[src/rtl/im_port_arbiter.sv]
// rtl/im_port_arbiter.sv - two-requester arbiter for the single-port instruction memory
module im_port_arbiter #(
    parameter int ADDR_W   = 11,
    parameter int DATA_W   = 32,
    parameter int MAX_WAIT = 4
) (
    input  logic              clk,
    input  logic              rst,
    input  logic              if_req,
    input  logic [31:0]       if_addr,
    output logic              if_gnt,
    output logic              if_rvalid,
    output logic [DATA_W-1:0] if_rdata,
    input  logic              ld_req,
    input  logic              ld_we,
    input  logic [31:0]       ld_addr,
    input  logic [DATA_W-1:0] ld_wdata,
    input  logic              ld_lock,
    output logic              ld_gnt,
    output logic              ld_rvalid,
    output logic [DATA_W-1:0] ld_rdata,
    output logic              locked,
    output logic              mem_en,
    output logic              mem_we,
    output logic [ADDR_W-1:0] mem_addr,
    output logic [DATA_W-1:0] mem_wdata,
    input  logic [DATA_W-1:0] mem_rdata
);

    localparam logic [0:0] ST_RUN    = 1'b0;
    localparam logic [0:0] ST_LOCKED = 1'b1;

    localparam logic [1:0] OWN_NONE = 2'd0;
    localparam logic [1:0] OWN_IF   = 2'd1;
    localparam logic [1:0] OWN_LD   = 2'd2;

    localparam logic [3:0] WAIT_MAX = 4'(MAX_WAIT);

    logic [0:0]        state;
    logic [0:0]        state_nxt;
    logic [3:0]        wait_cnt;
    logic [1:0]        resp_owner;
    logic [DATA_W-1:0] if_hold;
    logic [DATA_W-1:0] ld_hold;

    wire unused_addr_bits = ^{if_addr[31:ADDR_W], ld_addr[31:ADDR_W]};

    // A pending or sampled lock request blocks fetch in the same cycle.
    always_comb begin
        if_gnt = 1'b0;
        ld_gnt = 1'b0;
        if (!rst) begin
            if (state == ST_LOCKED || ld_lock) begin
                ld_gnt = ld_req;
            end else if (if_req && ld_req) begin
                if (wait_cnt == WAIT_MAX) begin
                    if_gnt = 1'b1;
                end else begin
                    ld_gnt = 1'b1;
                end
            end else begin
                if_gnt = if_req;
                ld_gnt = ld_req;
            end
        end
    end

    always_comb begin
        mem_en    = if_gnt | ld_gnt;
        mem_we    = ld_gnt & ld_we;
        mem_addr  = '0;
        mem_wdata = '0;
        if (if_gnt) begin
            mem_addr = if_addr[ADDR_W-1:0];
        end else if (ld_gnt) begin
            mem_addr  = ld_addr[ADDR_W-1:0];
            mem_wdata = ld_wdata;
        end
    end

    // Leaving LOCKED waits for any loader read to drain first.
    always_comb begin
        state_nxt = state;
        case (state)
            ST_RUN:    if (ld_lock) state_nxt = ST_LOCKED;
            ST_LOCKED: if (!ld_lock && resp_owner != OWN_LD) state_nxt = ST_RUN;
            default:   state_nxt = ST_RUN;
        endcase
    end

    always_ff @(posedge clk) begin
        if (rst) begin
            state      <= ST_RUN;
            locked     <= 1'b0;
            wait_cnt   <= 4'd0;
            resp_owner <= OWN_NONE;
            if_hold    <= '0;
            ld_hold    <= '0;
        end else begin
            state  <= state_nxt;
            locked <= (state_nxt == ST_LOCKED);

            if (if_gnt) begin
                resp_owner <= OWN_IF;
            end else if (ld_gnt && !ld_we) begin
                resp_owner <= OWN_LD;
            end else begin
                resp_owner <= OWN_NONE;
            end

            if (resp_owner == OWN_IF) if_hold <= mem_rdata;
            if (resp_owner == OWN_LD) ld_hold <= mem_rdata;

            if (state == ST_LOCKED) begin
                wait_cnt <= 4'd0;
            end else if (if_req && !if_gnt) begin
                if (wait_cnt != WAIT_MAX) wait_cnt <= wait_cnt + 4'd1;
            end else begin
                wait_cnt <= 4'd0;
            end
        end
    end

    assign if_rvalid = (resp_owner == OWN_IF);
    assign ld_rvalid = (resp_owner == OWN_LD);
    assign if_rdata  = if_rvalid ? mem_rdata : if_hold;
    assign ld_rdata  = ld_rvalid ? mem_rdata : ld_hold;

endmodule

[config.mk]
export PLATFORM = sky130hd
export DESIGN_NAME = im_port_arbiter
export DESIGN_NICKNAME = d
export VERILOG_FILES = /design/src/rtl/im_port_arbiter.sv
export SDC_FILE = /design/constraint.sdc
export NUM_CORES = 1
export LEC_CHECK = 0
export ABC_AREA = 1
export CELL_PAD_IN_SITES_DETAIL_PLACEMENT = 0
export CELL_PAD_IN_SITES_GLOBAL_PLACEMENT = 1
export CORE_UTILIZATION = 24
export DETAILED_ROUTE_END_ITERATION = 16
export PLACE_DENSITY_LB_ADDON = 0.1
export SYNTH_ARGS = -nofsm -noshare
export SYNTH_HDL_FRONTEND = slang
export SYNTH_SLANG_ARGS = --single-unit
[constraint.sdc]
create_clock -name clk -period 2 [get_ports clk]
set_clock_uncertainty 0.05 [all_clocks]
set_input_delay 0.4 -clock clk [delete_from_list [all_inputs] [get_ports clk]]
set_output_delay 0.4 -clock clk [all_outputs]
set_load 0.005 [all_outputs]
==> reports/results.txt, run 1 <==
In this run the deepest clock path goes through 2 buffers. The floorplan step defined a die boundary enclosing 0.0164 mm2. At the pin with the least slew margin, the transition time is 0.467 ns. The number of max-slew violations in the final report is 0. Traced cell by cell, the critical path runs through inv_2 -> ha_4 -> nand2_4 -> nor2_4 -> nand2_4 -> buf_6 -> buf_6 -> buf_6 -> buf_6 -> nand3_2 -> nand2_1 -> buf_2.

The number of antenna repair diodes was 0. The adder and majority gate portion of the synthesized area is 0.656%, and the worst-path maximum fanout is 3. For this run, the number of Yosys warnings is 0. The tool flagged a number of max-cap violations equal to 0. The instance area after placement was 0.00657 mm2. The logs give 23.5 mm for the global-route wire length before repair and 37 for the maximum number of pins on one net before global-route repair.

The number of top-level pins is 248. The checks that failed: negative setup slack. Of the total synthesized cell area, the portion taken by AND, OR, NAND and NOR gates is 27.3%. The data arrival time of the critical path is 1.90 ns. The tools report the count of endpoints failing hold in the final timing report as 0.

The placement row count was 45; the compound-cell area share of the yosys netlist was 12.1%. Counting flops and latches in the post-synthesis netlist gives 71. Based on the critical path, the design can be clocked at up to 0.426 GHz. The cell that appears most often on the critical path is buf_6. After clock tree synthesis, the clock-pin slew on the worst setup and hold paths is 0.06 ns. The die boundary width was 128 um; the number of antenna violations at the first check in global routing was 0. The area of the mapped netlist came out at 0.00382 mm2. Dividing the detail-routed via count by the number of cells gives 4.07. TritonCTS built the clock tree.

STA classifies the critical path startpoint as a flop. Setup violations remaining at the end of the flow were counted as 96. For this run, the post-layout net count is 1117.

For this run the aggregate overflow at the end of global routing stands at 0. In this run the standard cell core region covers 0.0154 mm2. The share of final-layout standard cells stronger than drive strength 1 is 56.7%, and the number of H-tree levels is 3. The synthesized netlist net count is 707. The power density normalized to cell area was 495 mW/mm2. Setup repair after global routing could not meet its margin everywhere. In this run the static leakage power is 4.87 nW. The routed wirelength normalized by instance count is 13.0 um.

The initial detailed-routing violation count is 129, and the xor/xnor cell area share of the yosys netlist is 0.230%. The post-DP HPWL is 8.63 mm. Measured against its own limit, the worst slew margin works out to 68.9%. On the worst path, the slowest cell contributes a delay of 0.32 ns. The clock period minus final worst setup slack was 2.35 ns; the total track usage was 18.7%.

Multiplexer cells account for 0% of the synthesized area. For the via count of the first global-routing pass, the log shows 4814. The tree is rooted in a clkbuf_16. For this configuration, the core starts out at a cell density of 24.8%. Leaving out fill and tap cells, the most frequent cell in the layout is inv_1. For the number of DRC violations after detailed routing, the log shows 0. Number of buffers inserted for hold repair after clock tree synthesis: 0.

For the worst-case setup margin in the final layout, the log shows -0.350 ns. TritonCTS created 9 clock buffers. Relative to the synthesized area, the layout overhead comes to 137%. VDD sags by at most 0.440 mV. For this run, the detailed router's first-pass iteration total came to 4. Across all layers, the routed design uses 4871 vias. CTS saw 71 sinks. The weighted congestion at the end of routability-driven global placement came out at 0.781.

The tools report the required time reported for the critical path endpoint as 1.55 ns. Sequential elements use 37.2% of the synthesized area. By area, the combinational part of the netlist is dominated by simple AND/OR/NAND/NOR gates. The run finished, with violations left. After technology mapping, the gate count stands at 571.

The worst min-delay path category was input pin to flop. For the footprint of the multi-input gates, the log shows 0.00242 mm2. After detailed routing, the total wire length is 15.6 mm. The post-route standard cell area excluding fillers is 0.00905 mm2. The setup path with the least slack is of type flop to primary output. For the worst-skew pair, the clock arrives at the later sink with an insertion delay of 0.34 ns. The tools report the final setup TNS as -16.45 ns. The kind of capture point of the worst setup path was a primary output.

The worst path uses 118% of the clock period. Averaged over all synthesized cells, the footprint is 6.68 um2. The logs give 1395 for the final-layout fill cell count and 0 for the number of routed nets with antenna violations. The cell type of the slowest stage on the worst timing path is dfxtp_2. In this run the vertical extent of the chip is 128 um.

The sequential cell area in the final layout was 0.00143 mm2. Leaving out fill and tap cells, the most frequent cells in the layout are 157 x inv_1, 121 x buf_4, 89 x clkdlybuf4s50_1, 77 x buf_2, 71 x buf_6. In this run the tool buffered the top-level ports with 205 buffer cells. After synthesis, the netlist uses 20 different library cells.
==> path summary, 6_finish.rpt <==
kind	cells after the start	slack (ns)	from	to
setup / recovery	12	-0.35	wait_cnt[0]	mem_addr[8]
hold / removal	3	0.45	rst	state
setup reg to reg	13	0.16	resp_owner[1]	ld_hold[21]
hold reg to reg	4	0.48	if_hold[24]	if_hold[24]
==> per-layer routing <==
layer	track usage [%]	routed length [um]	vias up	part of all wire [%]
li1	-	-	2454	-
met1	20.2	6040	2264	39
met2	35.0	8460	142	54
met3	5.51	922	11	5.9
met4	5.26	156	0	1.0
met5	0	0	-	0
==> Yosys cell counts, drive strengths merged <==
library cell  count  share of area (%)
buf              22                4.6
clkbuf            8               0.89
dfxtp            71                 37
ha                2               0.66
inv             173                 17
nand2            91                 11
nand3            12                1.6
nand4            11                1.8
nor2            112                 13
o21a              1               0.20
o21ai            67                 12
xor2              1               0.23
==> registers in the layout, indices dropped and copies added, names as in the netlist <==
| signal | flops |
|---|---|
| wait_cnt | 4 |
| state | 1 |
| if_hold | 32 |
| resp_owner | 2 |
| ld_hold | 32 |
==> logic make-up after synthesis <==
group | count (synthesis)
and+or+nand+nor | 226
buffers and inverters | 203
DFF | 71
AOI/OAI and AO/OA | 68
adders and majority gates | 2
xor gates and xnor gates | 1
==> metrics by stage <==
| stage | total power, mW | std cells | util [%] | hold WS (ns) | worst slack, ns |
|---|---|---|---|---|---|
| 3_5_place_dp | 2.47 | 1035 | 42.8 | 0.469 | -0.459 |
| 5_1_grt | 4.72 | 1197 | 58.9 | 0.455 | -0.458 |
| 3_3_place_gp | 2.46 | 1035 | 42.8 | 0.459 | -0.438 |
| 4_1_cts | 4.41 | 1152 | 54.9 | 0.414 | -0.372 |
| 2_1_floorplan | 1.86 | 571 | - | 0.422 | 0.394 |
| 6_report | 4.48 | 1197 | 58.9 | 0.450 | -0.350 |
==> layout make-up <==
class                           count  share of cell area [%]
Clock buffer                       13                    2.99
Clock inverter                      3                   0.442
Inverter                          173                    7.26
Multi-Input combinational cell    297                    26.7
Sequential cell                    71                    15.8
Tap cell                          211                    2.92
Timing Repair Buffer              429                    43.9
==> worst max-delay path: cells and delay by family, from the launching register on <==
family / cells / cell delay [ns]
buffers and inverters: 6 / 0.67
and+or+nand+nor: 5 / 0.41
DFF: 1 / 0.32
adders and majority gates: 1 / 0.17
==> report_power, final <==
part | total (mW) | internal (mW) | switching, mW
sequential | 1.48 | 1.47 | 0.0149
combinational | 1.33 | 0.761 | 0.567
clock | 1.67 | 1.06 | 0.604
total | 4.48 | 3.29 | 1.19
==> what timing repair did <==
action,4_1_cts,5_1_grt
setup buffers,87,52
cloned,15,0
gates resized for setup,581,192
hold endpoints to repair,0,0
pin swaps,38,41
endpoints found under the setup margin,111,112
(Power assumes the default switching activity.)
==> run 2: changes to the inputs <==
--- a/config.mk
+++ b/config.mk
@@ -6,6 +6,7 @@
 export NUM_CORES = 1
 export LEC_CHECK = 0
 export ABC_AREA = 1
+export ABC_CLOCK_PERIOD_IN_PS = 2000
 export CELL_PAD_IN_SITES_DETAIL_PLACEMENT = 0
 export CELL_PAD_IN_SITES_GLOBAL_PLACEMENT = 1
 export CORE_UTILIZATION = 24
==> results of run 2 <==
Same layout as run 1: the final DEF is identical, and so are final timing and power.
